[config.mk]
export PLATFORM = sky130hd
export DESIGN_NAME = route4
export DESIGN_NICKNAME = d
export VERILOG_FILES = /design/src/rtl/route4.sv
export SDC_FILE = /design/constraint.sdc
export NUM_CORES = 1
export LEC_CHECK = 0
export ABC_CLOCK_PERIOD_IN_PS = 1800
export CORE_ASPECT_RATIO = 2
export CORE_MARGIN = 3
export CORE_UTILIZATION = 33
export CTS_CLUSTER_SIZE = 30
export DETAILED_ROUTE_END_ITERATION = 6
export GPL_TIMING_DRIVEN = 0
export PLACE_DENSITY = 0.81
export SLEW_MARGIN = 20
export SYNTH_ARGS = -nofsm -noshare
export SYNTH_HDL_FRONTEND = slang
export SYNTH_SLANG_ARGS = --single-unit
[constraint.sdc]
create_clock -name clk -period 1.8 [get_ports clk]
set_input_delay 0.18 -clock clk [delete_from_list [all_inputs] [get_ports clk]]
set_output_delay 0.18 -clock clk [all_outputs]
set_load 0.02 [all_outputs]
[src/rtl/route4.sv]
// route4: 4-phase handshake router forwarding one upstream transfer to one of four
// downstream channels, selected by a 2-bit field of the payload.
module route4 #(
   parameter int data_width = 32,
   parameter int dest_lsb   = 0
) (
   input  logic                  clk,
   input  logic                  rst,
   input  logic                  in_req,
   input  logic [data_width-1:0] in_data,
   output logic                  in_ack,
   output logic                  outA_req,
   output logic                  outB_req,
   output logic                  outC_req,
   output logic                  outD_req,
   output logic [data_width-1:0] outA_data,
   output logic [data_width-1:0] outB_data,
   output logic [data_width-1:0] outC_data,
   output logic [data_width-1:0] outD_data,
   input  logic                  outA_ack,
   input  logic                  outB_ack,
   input  logic                  outC_ack,
   input  logic                  outD_ack,
   output logic                  busy
);

   typedef enum logic [1:0] {
      IDLE    = 2'd0,
      OUT_REQ = 2'd1,
      OUT_RTZ = 2'd2,
      IN_ACK  = 2'd3
   } state_t;

   state_t                state_q, state_d;
   logic [data_width-1:0] data_q, data_d;
   logic [1:0]            dest_q, dest_d;
   logic [3:0]            req_q, req_d;
   logic                  in_ack_q, in_ack_d;
   logic                  busy_q, busy_d;
   logic [3:0]            ack_s;
   logic                  sel_ack_s;

   // Only the acknowledge of the latched destination is ever looked at.
   assign ack_s     = {outD_ack, outC_ack, outB_ack, outA_ack};
   assign sel_ack_s = ack_s[dest_q];

   always_ff @(posedge clk) begin
      if (rst) begin
         state_q  <= IDLE;
         data_q   <= '0;
         dest_q   <= 2'd0;
         req_q    <= 4'd0;
         in_ack_q <= 1'b0;
         busy_q   <= 1'b0;
      end else begin
         state_q  <= state_d;
         data_q   <= data_d;
         dest_q   <= dest_d;
         req_q    <= req_d;
         in_ack_q <= in_ack_d;
         busy_q   <= busy_d;
      end
   end

   always_comb begin
      state_d = state_q;
      data_d  = data_q;
      dest_d  = dest_q;
      case (state_q)
         IDLE: begin
            if (in_req) begin
               data_d  = in_data;
               dest_d  = in_data[dest_lsb +: 2];
               state_d = OUT_REQ;
            end else begin
               state_d = IDLE;
            end
         end
         OUT_REQ: begin
            if (sel_ack_s) begin
               state_d = OUT_RTZ;
            end else begin
               state_d = OUT_REQ;
            end
         end
         OUT_RTZ: begin
            if (!sel_ack_s) begin
               state_d = IN_ACK;
            end else begin
               state_d = OUT_RTZ;
            end
         end
         IN_ACK: begin
            if (!in_req) begin
               state_d = IDLE;
            end else begin
               state_d = IN_ACK;
            end
         end
         default: begin
            state_d = IDLE;
         end
      endcase
   end

   // Request is issued one cycle after entering OUT_REQ and withdrawn on the
   // edge that sees the acknowledge; in_ack and busy follow the next state.
   always_comb begin
      req_d    = 4'd0;
      in_ack_d = (state_d == IN_ACK);
      busy_d   = (state_d != IDLE);
      if ((state_q == OUT_REQ) && !sel_ack_s) begin
         req_d[dest_q] = 1'b1;
      end else begin
         req_d = 4'd0;
      end
   end

   assign in_ack    = in_ack_q;
   assign busy      = busy_q;
   assign outA_req  = req_q[0];
   assign outB_req  = req_q[1];
   assign outC_req  = req_q[2];
   assign outD_req  = req_q[3];
   assign outA_data = data_q;
   assign outB_data = data_q;
   assign outC_data = data_q;
   assign outD_data = data_q;

endmodule

==> results.md <==
- Largest family of logic cells by synthesized area: buffers and inverters
- Placed Area: 0.003953 sq mm
- Global placer's final weighted congestion: 0.7051
- Hold Crit Start: rst
- Antenna Cells: 0
- CTS Hold Bufs: 0
- Final Cell Area: 0.004170 sq mm
- Die area: 0.007532 sq mm
- Initial Util: 34.70%
- Mux cell area share after synthesis: 1.054%
- Hold Path Depth: 2
- Die Y: 119.8 microns
- Slowest stage delay, CP: 600 ps
- Hold endpoint: outA_data[6]
- Residual DRC count: 0
- CTS tree: yes
- Area share of and/or/nand/nor cells after synthesis: 15.06%
- Top FF cell, synth: dfxtp_1
- DR iter-0 viols: 73
- Syn-to-layout area delta: 95.25%
- Unique masters post-synth: 21
- Syn Area/Cell: 8.121 sq um
- Via density: 4.124
- Post-synth EDFFs: 0
- Pin count of the biggest net entering global routing: 14
- DRT antenna net count: 0
- Via count: 2,169
- R2r setup slk: 480 ps
- Status: finished, final reports clean
- Final Critical Period: 1625 ps
- Period utilization: 90.25%
- Slew headroom: 68.96%
- Num ports: 173
- Reg-to-reg endpoint: outA_data[14]
- Synth Area in Adders: 0%
- Max frequency: 615.6 MHz
- Worst-margin pin slew: 465.6 ps
- Synth Area in Compound Gates: 8.670%
- WL/cell: 12.36 microns
- Depth of the worst register-to-register path: 5
- Setup tns final: 0 ps
- Root buf cell: clkbuf_16
- Critical path's top delay family: buffers and inverters
- Clk_skew: 6.630 ps
- Data required time of the critical path: 1620 ps
- Critical path buffers and inverters: 2
- Post-CTS Setup Inserts: 0
- TritonCTS Buffers: 5
- Critical path peak fanout: 5
- Vias in the first global route: 2,134
- Setup violations, final: 0
- Synthesized Nets: 302
- PwrDens: 894.6 mW/mm^2
- Xor/xnor share of the synthesized area: 0.4101%
- Initial antenna violation count: 0
- Mapped Cells: 263
- Post-synthesis sequential area ratio: 37.49%
- Die width: 62.89 microns
- Detailed Routing Iterations Pass 1: 4
- Fin nets: 480
- Worst-path clk slew: 60 ps
- Slowest-stage cell, CP: clkdlybuf4s50_1
- HPWL after detailed placement: 5526 microns
- Static Leak: 1.768 nW
- Max-slew violations: 0
- Buffers on Ports: 171
- Inst Count DP: 518
- Synth async-reset ratio: 0%
- Layout cells sized above 1: 26.47%
- Min-Delay Path Class: in2reg
- Post-layout util: 67.74%
- Clock sinks: 40
- CP Launch Type: register
- Worst-Skew Late Latency: 280 ps
- Crit-path cells: buf_4, clkdlybuf4s50_1
- Hold_ws: 320.2 ps
- MaxCap Viol Count: 0
- Crit end category: primary output
- Worst r2r src: state_q[1]
- Non-filler cells, final: 526
- Core Rows: 40
- Synthesized area: 0.002136 sq mm
- Core area: 0.006156 sq mm
- YS warnings: 0
- Total global routing track utilization: 16.99%
- Total gr overflow: 0
- CTS resizes: 0
- Peak VDD IR: 0.6337 mV
- Largest buffer count on any clock path: 2
- Final wirelength: 6501 microns
- Hold Violations, Final: 0
- H-tree levels: 2
- WP data arrival: 1440 ps
- First-pass GRT wire length: 10,370 microns
- Critical path type: reg2out
- FF+latch count, synth: 40
- RSZ-0062 raised after global routing: false
sequential cells by signal, summed over array words and instances (netlist names):
signal     count
outA_data     32
req_q          4
state_q        2
busy           1
in_ack         1
per-layer routing:
metal	GRT usage, %	vias up	wire, microns
li1	-	1089	-
met1	15.89	965	2120
met2	34.02	106	3828
met3	4.775	9	448
met4	5.256	0	104
met5	0	-	0
power breakdown:
| part | switching (mW) | internal [mW] | total (mW) | leakage [nW] |
|---|---|---|---|---|
| combinational | 0.619 | 0.773 | 1.39 | 1.34 |
| clock | 0.345 | 0.934 | 1.28 | 0.104 |
| sequential | 0.0963 | 0.963 | 1.06 | 0.329 |
cell usage after synthesis (all sizes together) (2+ instances only):
master  instances  share of area [%]
a21oi          33                7.7
buf           103                 36
clkbuf          4               0.70
dfxtp          40                 37
inv             2               0.35
nand2          67                 12
nor2            2               0.35
nor3b           3                1.3
worst max-delay path by stage:
| stage | start | to | slack [ps] | cells after the start |
|---|---|---|---|---|
| 2_1_floorplan | outA_data[0] | state_q[0] | 380 | 2 |
| 3_3_place_gp | in_req | outA_data[23] | 190 | 6 |
| 3_5_place_dp | in_req | outA_data[3] | 180 | 6 |
| 4_1_cts | outA_data[0] | outD_data[0] | 50 | 2 |
| 5_1_grt | outA_data[8] | outC_data[8] | 110 | 2 |
| 6_report | outA_data[8] | outC_data[8] | 180 | 2 |
stage by stage:
stage                     setup slack, ps  power (mW)
after floorplan                     383.7       1.834
after global placement              185.3       2.453
after detailed placement            183.7       2.487
after CTS                           48.06       3.776
after global routing                109.3       3.890
final                               175.4       3.731
kinds of logic after synthesis:
logic type | count (synthesis)
and+or+nand+nor | 77
muxes | 1
DFF | 40
AOI/OAI and AO/OA | 35
buffers and inverters | 109
xor gates and xnor gates | 1
final cells by class:
type	instances	area, sq um
timing repair buffer	171	1712
buffer	107	789.5
fill	522	1986
clock inverter	3	90.09
sequential	40	803.3
tap	84	105.1
inverter	2	7.507
multi-input combinational	114	538.0
clock buffer	5	125.1
layout by cell type (no fill, tap or decap), drive strengths merged:
master and instances:
clkdlybuf4s50 171, buf 103, nand2 67, dfxtp 40, a21oi 33, clkbuf 9
bufinv 3, nor3b 3, nor2 2, inv 2, or3b 1, xor2 1
mux4 1, a211oi 1, or3 1, nor4b 1, nor3 1, nor4 1
o211ai 1
worst register-to-register path, cell delays in order, from the launching register on:
cell and delay, ps:
dfxtp_1 370, or3b_1 380, buf_2 160, buf_6 140, nand2_1 70, a21oi_1 60
No activity file was read; power rests on OpenSTA's default activity.
